### config.mk
export PLATFORM = sky130hd
export DESIGN_NAME = sipo_packer
export DESIGN_NICKNAME = d
export VERILOG_FILES = /design/src/rtl/sipo_packer.sv
export SDC_FILE = /design/constraint.sdc
export NUM_CORES = 1
export LEC_CHECK = 0
export BUFFER_PORTS_ARGS = -buffer_cell sky130_fd_sc_hd__buf_2
export CORE_UTILIZATION = 50
export CTS_BUF_LIST = sky130_fd_sc_hd__clkbuf_8
export CTS_CLUSTER_DIAMETER = 30
export DETAILED_ROUTE_END_ITERATION = 10
export HOLD_SLACK_MARGIN = 0.12
export PLACE_DENSITY = 0.75
export SKIP_LAST_GASP = 1
export SLEW_MARGIN = 20
export SYNTH_ARGS = -nofsm -noshare
export SYNTH_HDL_FRONTEND = slang
export SYNTH_SLANG_ARGS = --single-unit
### constraint.sdc
create_clock -name clk -period 5.6 [get_ports clk]
set_input_delay 1.12 -clock clk [delete_from_list [all_inputs] [get_ports clk]]
set_output_delay 1.12 -clock clk [all_outputs]
set_load 0.01 [all_outputs]
### src/rtl/sipo_packer.sv
// sipo_packer: serial-to-parallel bit packer with partial-word flush and a small output FIFO.
// Optional build macro SIPO_PACKER_PARITY_EN adds word_par_o (even parity of the head word).
module sipo_packer #(
    parameter int  WORD_W = 8,
    parameter int  DEPTH  = 2,
    localparam int LEN_W  = $clog2(WORD_W + 1)
) (
    input  logic              clk,
    input  logic              rst_n,
    input  logic              bit_i,
    input  logic              bit_valid_i,
    output logic              bit_ready_o,
    input  logic              msb_first_i,
    input  logic              flush_i,
    output logic [WORD_W-1:0] word_o,
    output logic [LEN_W-1:0]  word_len_o,
    output logic              word_valid_o,
    input  logic              word_ready_i
`ifdef SIPO_PACKER_PARITY_EN
    ,
    output logic              word_par_o
`endif
);

    localparam int PTR_W = $clog2(DEPTH);
    localparam int CNT_W = $clog2(DEPTH + 1);
    localparam logic [LEN_W-1:0] FULL_LEN = LEN_W'(WORD_W);
    localparam logic [CNT_W-1:0] FULL_CNT = CNT_W'(DEPTH);

    logic [WORD_W-1:0] acc_q;
    logic [WORD_W-1:0] acc_nxt;
    logic [LEN_W-1:0]  fill_q;
    logic [LEN_W-1:0]  fill_nxt;
    logic              msb_q;
    logic              flush_pend_q;
    logic              flush_pend_nxt;

    logic [PTR_W-1:0]  wr_ptr_q;
    logic [PTR_W-1:0]  rd_ptr_q;
    logic [CNT_W-1:0]  count_q;
    logic [WORD_W-1:0] mem_word [DEPTH];
    logic [LEN_W-1:0]  mem_len  [DEPTH];
`ifdef SIPO_PACKER_PARITY_EN
    logic              mem_par  [DEPTH];
`endif

    logic              fifo_full;
    logic              fifo_empty;
    logic              bit_acc;
    logic              order_msb;
    logic [LEN_W-1:0]  bit_pos;
    logic              full_word;
    logic              flush_req;
    logic              push;
    logic              pop;

    assign fifo_full    = (count_q == FULL_CNT);
    assign fifo_empty   = (count_q == '0);
    assign bit_ready_o  = !fifo_full && !flush_pend_q;
    assign bit_acc      = bit_valid_i && bit_ready_o;
    assign pop          = !fifo_empty && word_ready_i;

    // Bit order is latched with the first bit of a word; later changes wait for the next word.
    always_comb begin
        order_msb = (fill_q == '0) ? msb_first_i : msb_q;
        bit_pos   = order_msb ? (FULL_LEN - LEN_W'(1) - fill_q) : fill_q;
        acc_nxt   = acc_q;
        fill_nxt  = fill_q;
        if (bit_acc) begin
            acc_nxt  = acc_q | ({{(WORD_W-1){1'b0}}, bit_i} << bit_pos);
            fill_nxt = fill_q + LEN_W'(1);
        end
        full_word      = (fill_nxt == FULL_LEN);
        flush_req      = (flush_i || flush_pend_q) && (fill_nxt != '0) && !full_word;
        push           = full_word || (flush_req && !fifo_full);
        flush_pend_nxt = flush_req && fifo_full;
    end

    always_ff @(posedge clk or negedge rst_n) begin
        if (!rst_n) begin
            acc_q        <= '0;
            fill_q       <= '0;
            msb_q        <= 1'b0;
            flush_pend_q <= 1'b0;
        end else begin
            if (bit_acc && (fill_q == '0)) begin
                msb_q <= msb_first_i;
            end
            flush_pend_q <= flush_pend_nxt;
            if (push) begin
                acc_q  <= '0;
                fill_q <= '0;
            end else begin
                acc_q  <= acc_nxt;
                fill_q <= fill_nxt;
            end
        end
    end

    // DEPTH is a power of two, so the pointers wrap on natural overflow.
    always_ff @(posedge clk or negedge rst_n) begin
        if (!rst_n) begin
            wr_ptr_q <= '0;
            rd_ptr_q <= '0;
            count_q  <= '0;
        end else begin
            if (push) begin
                wr_ptr_q <= wr_ptr_q + PTR_W'(1);
            end
            if (pop) begin
                rd_ptr_q <= rd_ptr_q + PTR_W'(1);
            end
            if (push && !pop) begin
                count_q <= count_q + CNT_W'(1);
            end else if (!push && pop) begin
                count_q <= count_q - CNT_W'(1);
            end
        end
    end

    always_ff @(posedge clk or negedge rst_n) begin
        if (!rst_n) begin
            for (int i = 0; i < DEPTH; i++) begin
                mem_word[i] <= '0;
                mem_len[i]  <= '0;
`ifdef SIPO_PACKER_PARITY_EN
                mem_par[i]  <= 1'b0;
`endif
            end
        end else if (push) begin
            mem_word[wr_ptr_q] <= acc_nxt;
            mem_len[wr_ptr_q]  <= fill_nxt;
`ifdef SIPO_PACKER_PARITY_EN
            mem_par[wr_ptr_q]  <= ^acc_nxt;
`endif
        end
    end

    assign word_valid_o = !fifo_empty;
    assign word_o       = fifo_empty ? '0 : mem_word[rd_ptr_q];
    assign word_len_o   = fifo_empty ? '0 : mem_len[rd_ptr_q];
`ifdef SIPO_PACKER_PARITY_EN
    assign word_par_o   = fifo_empty ? 1'b0 : mem_par[rd_ptr_q];
`endif

endmodule

# Word level (Yosys, flattened, before mapping)
# Cells that the tools add are included.
# word_totals
regBits	42
elab_cells	71
# classes
addsub	6
n_lt_le_gt_ge	3
n_eq_ne	2
n_shift	1
mux	22
bitwise	3
n_reduce_logical	23
# ops
op	n
$mux W8	7
$mux W4	8
$bwmux W16	1
$logic_and A1 B1 Y1	11
$bwmux W8	1
$demux W8 S1	1
$or A8 B8 Y8	1
$shl A1 B4 Y8	1
$logic_not A1 Y1	6
$add A4 B1 Y4 const B	1
$demux W4 S1	1
$eq A4 B4 Y1 const B	1
$ge A2 B2 Y1 const B	2
$logic_not A4 Y1	1
$mux W2	2
$not A1 Y2	2
$reduce_bool A4 Y1	1
$sub A3 B4 Y4 const A	1
$add A1 B1 Y1 const B	2
$add A2 B1 Y2 const B	1
$eq A2 B2 Y1 const B	1
$logic_not A2 Y1	1
$logic_or A1 B1 Y1	2
$lt A2 B1 Y1 const B	1
other kinds (3)	3

# Logic depth before layout (Yosys ltp)
# depth
depth_word	14
depth_mapped	11
ltp_nobuf	10

# Least setup slack after synthesis
# Ideal clock, no wire load.
# synth_timing
kind	input-to-reg
start	input port bit_valid_i
end	register count_q[1]
setup_time_ns	0.125
arrival_ns	2.672
required_time_ns	5.475
path_slack_ns	2.802
path_stages	9
n_path_buf	1
path_cell_list	nand2b_1 o21ai_0 nand3_1 mux2i_1 buf_4 ha_1 xor2_1 nor2_1 xor2_1
# synth_between
elab_chain_len	10
word_cells_on_any_way	14
cone_classes	eq/ne: 1; mux: 2; reduce/logical: 11
# synth_rtl
element	line	source
start, declared	11	input logic bit_valid_i,
$logic_and A1 B1 Y1 *	60	assign bit_acc = bit_valid_i && bit_ready_o;
$mux W4 *	69	if (bit_acc) begin
$eq A4 B4 Y1 or $reduce_bool A4 Y1 (tied branches)	73, 74	
$logic_not A1 Y1 or $logic_and A1 B1 Y1 (tied branches)	74	flush_req = (flush_i || flush_pend_q) && (fill_nxt != '0) && !full_word;
$logic_and A1 B1 Y1	74	
$logic_and A1 B1 Y1	75	push = full_word || (flush_req && !fifo_full);
$logic_or A1 B1 Y1 *	75	
via push	54	logic push;
$logic_not A1 Y1	115	end else if (!push && pop) begin
$logic_and A1 B1 Y1	115	
$reduce_bool A2 Y1 (no line)	n/a	
end signal, assigned	114	count_q <= count_q + CNT_W'(1);
end signal, assigned	116	count_q <= count_q - CNT_W'(1);
end, declared	40	logic [CNT_W-1:0] count_q;
# Mark *: on every way through the listed nets, which the timed path passes. The rest lies on a longest branch.
# A chain may end at the register's enable or synchronous reset.

# Worst setup path after layout
# layout_timing
start	input port bit_valid_i
end	register count_q[1]
# layout_between
elab_chain_len	10
word_cells_on_any_way	14
cone_classes	eq/ne: 1; mux: 2; reduce/logical: 11
# layout_rtl
element	line
$logic_and A1 B1 Y1 *	60
$mux W4 *	69
$eq A4 B4 Y1 or $reduce_bool A4 Y1 (tied branches)	73, 74
$logic_not A1 Y1 or $logic_and A1 B1 Y1 (tied branches)	74
$logic_and A1 B1 Y1	74
$logic_and A1 B1 Y1	75
$logic_or A1 B1 Y1 *	75
$logic_not A1 Y1	115
$logic_and A1 B1 Y1	115
$reduce_bool A2 Y1 (no line)	n/a
# Mark *: on every way between the ends. The rest lies on a longest branch, timed or not.

==> summary.txt <==
Power
  – Clock power frac: 14.7%
  – Combinational share of power: 48.6%
  – Sw Ratio: 38.9%
  – Leakage power total: 1.28 nW
  – Pwr dens: 575 nW/um2
  – Net Switching: 0.538 mW
  – Int Power: 0.845 mW
  – Overall Power: 1.38 mW
  – Sequential power share: 36.7%
  – Worst IR Drop VDD: 0.249 mV

Yosys
  – Ranking of synthesized cells by area: dfrtp_1, mux2i_1, mux2_4
  – Most frequent cells after synthesis: dfrtp_1, nor2_1, mux2i_1
  – Async set or reset register ratio after synthesis: 100%
  – Synth cell types: 35
  – Top FF cell, synth: dfrtp_1
  – Synth top area share: 48.2%
  – Synthesis Warnings: 0
  – Number of flops mapped to enable cells by yosys: 0
  – Sequential fraction of the synthesis area: 48.2%
  – #FFs+latches synth: 42
  – Leading cell type by number of instances after synthesis: dfrtp_1
  – Mapped Cells: 187
  – Syn nets: 197
  – Mean Syn Cell Area: 11.6 um2
  – Cell Area, Synth: 2180 um2
  – Area leader, netlist: dfrtp_1

Layout
  – P&R area growth vs syn: 10.4%
  – Share of layout cells above drive strength 1: 27.3%
  – Final nets: 218
  – Antenna Cells: 0
  – Final Non-Filler Cells: 259
  – Final core occ: 58.8%

Detailed routing
  – Drt first-iter violations: 76
  – Routed Antenna Nets: 0
  – Drt drc: 0
  – Via count: 1406
  – WL final: 3770 um
  – First drt pass iteration count: 4
  – Wire per inst: 14.6 um
  – Vias per cell: 5.43

STA
  – F_max: 0.328 GHz
  – Slew Viols, Final: 0
  – Crit share post-route: 54.4%
  – Relative slew margins: 37.8%
  – Worst slew pin tran: 929 ps
  – Skew final: 7.84 ps
  – Hold Vio Cnt, Final: 0
  – Min cycle time layout: 3050 ps
  – RSZ-0062 raised after global routing: false
  – # setup viols final: 0
  – Setup_tns: 0 ps

CTS
  – Hold-fix buffers at CTS: 0
  – Worst-Skew Late Latency: 290 ps
  – Root Driver: clkbuf_8
  – CTS clk-pin slew, worst paths: 80 ps
  – CTS sink count: 42
  – H-Tree Depth: 2
  – Max Root-Sink Buffers: 2
  – Cts repair resizes: 0
  – CTS tree: done
  – Post-CTS Setup Inserts: 0
  – Num CTS Buffers: 5

Job
  – Maxcap violations: 0

Die
  – Core Region: 4090 um2
  – Initial Utilization: 53.3%
  – Die area: 4620 um2
  – Io pins: 21
  – Die Height: 68.0 um
  – # rows: 23
  – Die W: 68.0 um

Worst setup path
  – CP Launch Point: bit_valid_i
  – CP Capture Type: register
  – Critical Path Source Type: primary input
  – Worst-path fanout max: 13
  – WP buf/inv: 1
  – Kind of cell adding the most delay to the critical path: multiplexers
  – WP depth: 8
  – R2R setup slack: 2580 ps
  – CP Cell Sequence: buf_2, nand2b_1, o21ai_0, nand3_1, mux2i_2, ha_1, nor2_1, xor2_1
  – CP endpoint: count_q[1]
  – Crit path required time: 5820 ps
  – Cell count of the worst reg-to-reg path: 9
  – Reg-to-Reg Start: fill_q[0]
  – Reg2reg end: count_q[1]
  – Slowest CP cell: mux2i_2
  – Critical path type: primary input to register
  – Slowest stage delay, CP: 680 ps
  – Crit path DAT: 3270 ps

GRT
  – Global Route Usage Sum: 19.3%
  – Antenna violations before repair: 0
  – Largest net degree at the start of global routing: 43
  – Global-route wire length before repair: 6400 um
  – Vias in the first global route: 1369
  – Grt ovf: 0

Placement
  – Post-DP HPWL: 2700 um
  – GP Congestion: 0.860
  – Cells after DPL: 251
  – Port Buffer Count: 20

Run status
  – Status: complete, no violations

Min path
  – Hold WC Path Type: register to register
-- sequential cells by signal, indices dropped and copies added (netlist names) --
name          count
acc_q             8
wr_ptr_q          1
mem_word         16
rd_ptr_q          1
count_q           2
fill_q            4
mem_len           8
msb_q             1
flush_pend_q      1
-- layer usage --
| layer | vias to the layer above | wire length (um) | track usage [%] |
|---|---|---|---|
| met5 | - | 0 | 0 |
| met4 | 0 | 58 | 7.81 |
| met3 | 5 | 89 | 3.50 |
| met2 | 17 | 1670 | 30.3 |
| met1 | 699 | 1950 | 26.3 |
| li1 | 685 | - | - |
-- worst min-delay path by stage --
| stage | from | endpoint | slack (ps) | cells past startpoint |
|---|---|---|---|---|
| 2_1_floorplan | mem_word[15] | mem_word[15] | 480 | 1 |
| 3_3_place_gp | mem_word[6] | mem_word[6] | 490 | 1 |
| 5_1_grt | mem_len[6] | mem_len[6] | 530 | 1 |
| 6_report | mem_word[15] | mem_word[15] | 510 | 1 |
| 3_5_place_dp | mem_word[15] | mem_word[15] | 500 | 1 |
| 4_1_cts | mem_word[3] | mem_word[3] | 510 | 1 |
-- cell usage in the layout (no fill, tap or decap), types with 3 or more instances in the layout --
master,n
dfrtp_1,42
nor2_1,20
buf_2,20
mux2i_1,17
nor2b_1,14
mux2_2,13
nand2_1,10
mux2_4,10
a21o_1,8
clkbuf_8,6
xnor2_1,5
inv_1,4
o21ai_0,4
nand2b_1,3
nor3_1,3
nand3_1,3
a21oi_1,3
xor2_1,3
ha_1,3
-- area by class of cell --
type / instances / area [um2]
clock buffer: 6 / 82.6
clock inverter: 2 / 12.5
fill: 355 / 1680
inverter: 4 / 15.0
multi-input combinational: 134 / 1070
sequential: 42 / 1050
tap: 50 / 62.6
timing repair buffer: 21 / 108
-- kinds of logic after synthesis --
family / Yosys count / synth area share (%)
simple gates: 62 / 15.9
flops: 42 / 48.2
mux: 41 / 21.9
compound gates: 20 / 6.38
buf+inv: 11 / 2.64
xor+xnor: 8 / 3.22
fa+ha+maj: 3 / 1.72
-- metrics by stage --
stage	instance area (um2)	setup slack, ps	hold WS, ps
finish	2400	2550	510
CTS	2400	2310	514
floorplan	2180	2800	479
global placement	2310	2130	489
detailed placement	2310	2010	496
global route	2400	2380	528
-- power groups by stage --
stage	clock network [mW]	registers (mW)	logic, mW
after floorplan	0	0.464	0.581
after global placement	0	0.508	0.662
after detailed placement	0	0.513	0.678
after CTS	0.208	0.509	0.679
after global routing	0.215	0.523	0.744
final	0.203	0.507	0.673
Note: power is estimated with default switching activity, not from simulation.
